## src/rtl/cuckoo_pkg.sv

```systemverilog
// Shared definitions for the cuckoo hash table blocks (lookup and inserter):
// default geometry, the lookup FSM state encoding and the table-select encoding.
package cuckoo_pkg;

   localparam int TABLE_DEPTH = 20;
   localparam int KEY_W       = 32;
   localparam int IDX_W       = 5;

   // Table-select encoding used on every sel port
   localparam logic TBL1 = 1'b0;
   localparam logic TBL2 = 1'b1;

   typedef enum logic [2:0] {
      IDLE,
      RD1,
      CHK1,
      RD2,
      CHK2,
      DEL,
      RESP
   } state_t;

endpackage

```

## src/rtl/cuckoo_lookup.sv

```systemverilog
// cuckoo_lookup: looks a key up in the two cuckoo tables, table1 first and
// then table2. It reports where the key was found, and on a hit it can
// optionally ask the table owner to clear that slot.
// Optional feature macro: CUCKOO_DELETE_EN. When defined, a hit on a request
// made with req_del=1 produces a one-cycle clear pulse for the hit slot.
// Without the macro req_del is ignored and the clear port is held at 0.
module cuckoo_lookup #(
   parameter int TABLE_DEPTH = cuckoo_pkg::TABLE_DEPTH,
   parameter int KEY_W       = cuckoo_pkg::KEY_W,
   parameter int IDX_W       = cuckoo_pkg::IDX_W
) (
   input  logic             clk,
   input  logic             reset,
   input  logic             req_valid,
   output logic             req_ready,
   input  logic [KEY_W-1:0] num,
   input  logic [IDX_W-1:0] index1,
   input  logic [IDX_W-1:0] index2,
   input  logic             req_del,
   output logic             tbl_rd_en,
   output logic             tbl_rd_sel,
   output logic [IDX_W-1:0] tbl_rd_addr,
   input  logic [KEY_W-1:0] tbl_rd_data,
   input  logic             tbl_rd_filled,
   output logic             tbl_clr_en,
   output logic             tbl_clr_sel,
   output logic [IDX_W-1:0] tbl_clr_addr,
   output logic             resp_valid,
   input  logic             resp_ready,
   output logic             resp_hit,
   output logic             resp_tbl,
   output logic [IDX_W-1:0] resp_idx
);

   import cuckoo_pkg::*;

`ifdef CUCKOO_DELETE_EN
   localparam bit DEL_EN = 1'b1;
`else
   localparam bit DEL_EN = 1'b0;
`endif

   state_t           state;
   state_t           nextState;
   logic [KEY_W-1:0] keyReg;
   logic [IDX_W-1:0] idx1Reg;
   logic [IDX_W-1:0] idx2Reg;
   logic             delReg;
   logic             hitReg;
   logic             hitTbl;
   logic [IDX_W-1:0] hitIdx;

   logic             idx1InRange;
   logic             idx2InRange;
   logic             idx2RegInRange;
   logic             dataMatch;
   logic             takeDel;

   // An out-of-range index means that table cannot hold the key. Its read is skipped.
   assign idx1InRange    = 32'(index1) < 32'(TABLE_DEPTH);
   assign idx2InRange    = 32'(index2) < 32'(TABLE_DEPTH);
   assign idx2RegInRange = 32'(idx2Reg) < 32'(TABLE_DEPTH);

   // Read data is valid in the CHK state right after the read. An empty slot never matches.
   assign dataMatch = tbl_rd_filled && (tbl_rd_data == keyReg);
   assign takeDel   = DEL_EN && delReg;

   assign resp_hit = hitReg;
   assign resp_tbl = hitTbl;
   assign resp_idx = hitIdx;

   // State register. A reset abandons any lookup in flight.
   always_ff @(posedge clk) begin
      if (reset) begin
         state <= IDLE;
      end else begin
         state <= nextState;
      end
   end

   // Capture the request on accept and record where the key was found.
   always_ff @(posedge clk) begin
      if (reset) begin
         keyReg  <= '0;
         idx1Reg <= '0;
         idx2Reg <= '0;
         delReg  <= 1'b0;
         hitReg  <= 1'b0;
         hitTbl  <= TBL1;
         hitIdx  <= '0;
      end else begin
         case (state)
            IDLE: begin
               if (req_valid) begin
                  keyReg  <= num;
                  idx1Reg <= index1;
                  idx2Reg <= index2;
                  delReg  <= req_del;
                  hitReg  <= 1'b0;
                  hitTbl  <= TBL1;
                  hitIdx  <= '0;
               end
            end
            CHK1: begin
               if (dataMatch) begin
                  hitReg <= 1'b1;
                  hitTbl <= TBL1;
                  hitIdx <= idx1Reg;
               end
            end
            CHK2: begin
               if (dataMatch) begin
                  hitReg <= 1'b1;
                  hitTbl <= TBL2;
                  hitIdx <= idx2Reg;
               end
            end
            default: begin
            end
         endcase
      end
   end

   // Next-state logic and Moore outputs: table read/clear commands and handshakes.
   always_comb begin
      nextState    = state;
      req_ready    = 1'b0;
      resp_valid   = 1'b0;
      tbl_rd_en    = 1'b0;
      tbl_rd_sel   = TBL1;
      tbl_rd_addr  = '0;
      tbl_clr_en   = 1'b0;
      tbl_clr_sel  = TBL1;
      tbl_clr_addr = '0;
      case (state)
         IDLE: begin
            req_ready = 1'b1;
            if (req_valid) begin
               if (idx1InRange) begin
                  nextState = RD1;
               end else if (idx2InRange) begin
                  nextState = RD2;
               end else begin
                  nextState = RESP;
               end
            end
         end
         RD1: begin
            tbl_rd_en   = 1'b1;
            tbl_rd_sel  = TBL1;
            tbl_rd_addr = idx1Reg;
            nextState   = CHK1;
         end
         CHK1: begin
            if (dataMatch) begin
               nextState = takeDel ? DEL : RESP;
            end else if (idx2RegInRange) begin
               nextState = RD2;
            end else begin
               nextState = RESP;
            end
         end
         RD2: begin
            tbl_rd_en   = 1'b1;
            tbl_rd_sel  = TBL2;
            tbl_rd_addr = idx2Reg;
            nextState   = CHK2;
         end
         CHK2: begin
            if (dataMatch) begin
               nextState = takeDel ? DEL : RESP;
            end else begin
               nextState = RESP;
            end
         end
         DEL: begin
`ifdef CUCKOO_DELETE_EN
            tbl_clr_en   = 1'b1;
            tbl_clr_sel  = hitTbl;
            tbl_clr_addr = hitIdx;
`endif
            nextState = RESP;
         end
         RESP: begin
            resp_valid = 1'b1;
            if (resp_ready) begin
               nextState = IDLE;
            end
         end
         default: begin
            nextState = IDLE;
         end
      endcase
   end

endmodule

```

## config.mk

```make
export PLATFORM = sky130hd
export DESIGN_NAME = cuckoo_lookup
export DESIGN_NICKNAME = d
export VERILOG_FILES = /design/src/rtl/cuckoo_pkg.sv /design/src/rtl/cuckoo_lookup.sv
export SDC_FILE = /design/constraint.sdc
export NUM_CORES = 1
export LEC_CHECK = 0
export ABC_AREA = 1
export CAP_MARGIN = 20
export CELL_PAD_IN_SITES_DETAIL_PLACEMENT = 0
export CELL_PAD_IN_SITES_GLOBAL_PLACEMENT = 2
export CORE_UTILIZATION = 24
export CTS_CLUSTER_SIZE = 28
export DETAILED_ROUTE_END_ITERATION = 12
export PLACE_DENSITY_LB_ADDON = 0.1
export SETUP_SLACK_MARGIN = 0.1
export SYNTH_ARGS = -nofsm -noshare
export SYNTH_HDL_FRONTEND = slang
export SYNTH_SLANG_ARGS = --single-unit
```

## constraint.sdc

```tcl
create_clock -name clk -period 2.44 [get_ports clk]
set_input_delay 0.732 -clock clk [delete_from_list [all_inputs] [get_ports clk]]
set_output_delay 0.732 -clock clk [all_outputs]
set_load 0.05 [all_outputs]
```

Word level (Yosys, flattened, before mapping)
Index checks and enable logic that the tools add are counted.
{ "totals": {"output_inout_bits": 23, "wordCells": 54, "register_bits": 52, "inputBits": 80} }
{ "classes": {"n_eq_ne": 12, "muxes": 21, "n_lt_le_gt_ge": 3, "reduce_logical": 11} }
{ "ops": {"columns": ["op", "count"], "rows": [
  ["$eq A32 B32 Y1", 1],
  ["$mux W3", 6],
  ["$pmux W3 S6", 1],
  ["$lt A5 B5 Y1 const B", 3],
  ["$mux W5", 3],
  ["$pmux W5 S3", 1],
  ["$pmux W5 S2", 1],
  ["$eq A3 B3 Y1 const B", 3],
  ["$ne A2 B2 Y1 const B", 4],
  ["$mux W1", 7],
  ["$eq A3 B2 Y1 const B", 2],
  ["$reduce_or A2 Y1", 3],
  ["$reduce_and A2 Y1", 2],
  ["$reduce_and A4 Y1", 1],
  ["$eq A3 B1 Y1 const B", 1],
  ["$logic_not A3 Y1", 1],
  ["$pmux W1 S3", 1],
  ["$reduce_and A3 Y1", 1],
  ["$reduce_bool A3 Y1", 1],
  ["$ne A2 B1 Y1 const B", 1],
  ["$pmux W1 S2", 1],
  ["$reduce_bool A2 Y1", 1],
  ["$logic_and A1 B1 Y1", 1]
]} }

Depth between registers and ports, before layout
{ "logic_depth": {"ltp_word": 5, "mapped_depth": 14, "ltp_nobuf": 14} }

Worst setup path after synthesis
OpenSTA, ideal clock, no wires.
{ "synth_path": {"path_type": "reg2out", "startpoint": "reg state[0]", "endpoint": "out tbl_rd_addr[0]", "t_required_ns": 1.708, "slack_ns": -0.546, "arrival_time_ns": 2.254, "n_path_buf": 0, "path_stages_with_launch": 5, "path_cell_list": "dfxtp_1 inv_1 nor2_1 nand2_1 o22ai_1"} }
{ "synth_between": {"elab_chain_cells": 2, "word_cells_on_any_way": 3, "classes_between": "2 x eq/ne; 1 x mux"} }
{ "synth_lines": {"columns": ["element", "line", "source"], "rows": [
  ["from (decl)", "cuckoo_lookup.sv:43", "state_t state;"],
  ["from (signal assigned)", "cuckoo_lookup.sv:77", "state <= nextState;"],
  ["$eq A3 B2 Y1 or $eq A3 B1 Y1 (tied branches)", "cuckoo_lookup.sv:135", "case (state)"],
  ["$pmux W5 S2 *", "cuckoo_lookup.sv:135", null],
  ["to (decl)", "cuckoo_lookup.sv:22", "output logic [IDX_W-1:0] tbl_rd_addr,"]
]} }
Mark *: on every way between the ends. The rest lies on a longest branch, timed or not.

Worst setup path after layout
{ "layout_path": {"startpoint": "reg state[0]", "endpoint": "out tbl_rd_addr[3]"} }
The elaborated chain is that of the path after synthesis.

==> results.sh <==
export IMPL_status="completed"
export IMPL_die_w_um=106.8
export IMPL_power_internal_mw=2.049
export IMPL_first_global_vias=2462
export IMPL_fin_crit_ns=2.316
export IMPL_cts_sinks=52
export IMPL_async_reset_ff_share_pct=0
export IMPL_power_leakage_nw=1.667
export IMPL_yosys_area_top_type="dfxtp_1"
export IMPL_antenna_cells=0
export IMPL_fmax_mhz=431.7
export IMPL_regToRegSetupSlack_ns=0.74
export IMPL_seqPwrFrac_pct=33.6
export IMPL_vias=2631
export IMPL_finClkSkew_ns=0.007257
export IMPL_grt_max_degree=52
export IMPL_synth_cells=391
export IMPL_crit_path_end_kind="primary output"
export IMPL_switchingPower_mw=1.435
export IMPL_tightest_slew_ns=0.5033
export IMPL_htreeDepth=2
export IMPL_yosysSeqAreaShare_pct=39.51
export IMPL_clk_path_buf_depth=2
export IMPL_critPathKind="reg -> out"
export IMPL_first_pass_iters=4
export IMPL_globalRouteTotalUtil_pct=13.63
export IMPL_fin_cells=624
export IMPL_whs_endpoint="keyReg[13]"
export IMPL_yosysTopAreaCellShare_pct=39.51
export IMPL_drv_cap=0
export IMPL_rsz0062_at_grt="yes"
export IMPL_pwr_share_clk_pct=16.9
export IMPL_synth_edff_count=0
export IMPL_dpl_hpwl_mm=5.850
export IMPL_drv_slew=0
export IMPL_area_growth_pct=53.47
export IMPL_start_util_pct=25.19
export IMPL_ctsHoldBuffers=0
export IMPL_maxSlewHeadroom_pct=66.34
export IMPL_first_iter_violations=96
export IMPL_ant_nets=0
export IMPL_cp_start_kind="register"
export IMPL_overflow=0
export IMPL_drive_above_1_share_pct=10.66
export IMPL_finalPower_mw=3.485
export IMPL_switching_share_pct=41.19
export IMPL_synth_ff_latch_count=52
export IMPL_preCtsSetupSlack_ns=-0.08770
export IMPL_reg2reg_depth=8
export IMPL_fin_util_pct=38.65
export IMPL_finalHoldViolations=0
export IMPL_syn_avg_cell_area_um2=6.739
export IMPL_power_density_nw_per_um2=861.7
export IMPL_num_rows=37
export IMPL_dieArea_um2=11400
export IMPL_min_from="keyReg[13]"
export IMPL_wirelength_mm=7.699
export IMPL_synth_area_leaders="dfxtp_1 (40%), nand2_1 (12%), a21oi_1 (9.1%), inv_1 (7.3%), o21ai_0 (6.8%)"
export IMPL_vdd_drop_max_mv=0.4132
export IMPL_hp_class="reg -> reg"
export IMPL_grt_pass1_wl_mm=12.10
export IMPL_ys_types=27
export IMPL_io_pins=103
export IMPL_min_period_over_period_pct=94.93
export IMPL_ys_warn_count=0
export IMPL_r2r_end="idx1Reg[1]"
export IMPL_dp_cells=613
export IMPL_antenna_found_initial=0
export IMPL_cts_tree="done"
export IMPL_cp_max_fo=6
export IMPL_clk_latency_ns=0.30
export IMPL_finalWorstSetupSlack_ns=0.1238
export IMPL_viasPerCell=4.216
export IMPL_tns_ns=0
export IMPL_wl_per_cell_um=12.34
export IMPL_nNetsFinal=567
export IMPL_setup_violations=0
export IMPL_drc=0
export IMPL_synth_flop_cell="dfxtp_1"
export IMPL_worstReg2RegStart="state[0]"
export IMPL_required_ns=1.71
export IMPL_netlist_area_um2=2635
export IMPL_clockRootBuffer="clkbuf_8"
export IMPL_core_region_area_um2=10460
export IMPL_power_frac_comb_pct=49.5
export IMPL_cts_buffers=5
export IMPL_worstPathArrival_ns=1.58
export IMPL_place_gp_congestion=0.7872
export IMPL_min_delay_path_depth=2
export IMPL_portBuffers=94
export IMPL_clkTransAtPathRegs_ns=0.10
export IMPL_die_h_um=106.8
## area by class of cell
| type | count | area, um^2 |
|---|---|---|
| Fill cell | 1157 | 6419 |
| Multi-Input combinational cell | 265 | 1368 |
| Timing Repair Buffer | 106 | 1137 |
| Sequential cell | 52 | 1044 |
| Inverter | 57 | 217.7 |
| Tap cell | 136 | 170.2 |
| Clock buffer | 6 | 72.57 |
| Clock inverter | 2 | 35.03 |
## worst max-delay path by stage
stage                               from             end  slack (ns)
after detailed placement  tbl_rd_data[6]     resp_idx[4]       -0.09
after global placement    tbl_rd_data[6]     resp_idx[4]       -0.08
final                           state[0]  tbl_rd_addr[3]        0.12
after CTS                       state[2]  tbl_rd_addr[3]        0.11
after floorplan                 state[0]  tbl_rd_addr[0]        0.14
after global routing            state[0]  tbl_rd_addr[3]        0.02
## cells by family (layout without fill, tap and decap cells)
kind of cell,count (synthesis),after routing,synth area share [%]
and+or+nand+nor,144,144,22.98
AOI/OAI and AO/OA,102,102,20.18
xor gates and xnor gates,12,12,3.989
DFF,52,52,39.51
other,1,7,0.1423
buffers and inverters,80,171,13.20
## cell usage in the layout, fill, tap and decap left out, types with 10 or more instances in the layout
cell / count
a21oi_1: 48
buf_12: 10
buf_4: 10
clkdlybuf4s50_1: 85
dfxtp_1: 50
inv_1: 50
nand2_1: 81
nand3_1: 17
nor2_1: 27
o21ai_0: 36
## synth_stat cells (2+ instances only)
master,instances
xnor2_1,8
buf_4,8
buf_2,8
clkbuf_1,5
nor2_1,30
o21a_1,2
nand3b_1,6
a21oi_1,48
inv_2,6
nand3_1,17
inv_1,51
dfxtp_1,52
o21ai_1,5
o22ai_1,10
xor2_1,4
nand2_2,2
o21ai_0,36
nand2_1,84
## sequential cells by signal, summed over array words and instances (netlist names)
name and count:
resp_idx 5, keyReg 32, resp_tbl 1, idx1Reg 5
state 3, resp_hit 1, idx2Reg 5
## metrics by stage
stage               cell area, um^2  hold WS [ns]
global placement               3889        0.4459
floorplan                      2741        0.4357
global route                   4044        0.4918
finish                         4044        0.4607
CTS                            3996        0.4668
detailed placement             3889        0.4520
## power groups by stage
stage                     Clock [mW]  Combinational, mW  Sequential (mW)
after global routing           0.655               1.90             1.20
after floorplan                    0              0.972             1.35
after CTS                      0.624               1.71             1.17
after global placement             0               1.70             1.18
final                          0.590               1.72             1.17
after detailed placement           0               1.70             1.18
## metal layers
metal | up-vias | part of all wire, % | track usage [%]
met4 | 0 | 0.82 | 3.229
met5 | - | 0 | 0
li1 | 1427 | - | -
met3 | 7 | 4.1 | 2.918
met2 | 49 | 45 | 21.80
met1 | 1148 | 50 | 18.64
## worst max-delay path, cell delays in order, from the launching register on
cell,delay [ns]
dfxtp_2,0.35
buf_6,0.12
nand2_4,0.05
nor2_4,0.13
clkinvlp_4,0.24
o22ai_4,0.22
buf_12,0.16
## what timing repair did
item,4_1_cts,5_1_grt
setup buffers,0,3
endpoints found under the hold margin,0,0
setup endpoints to repair,0,11
gates resized for setup,0,9
(Power assumes the default switching activity.)
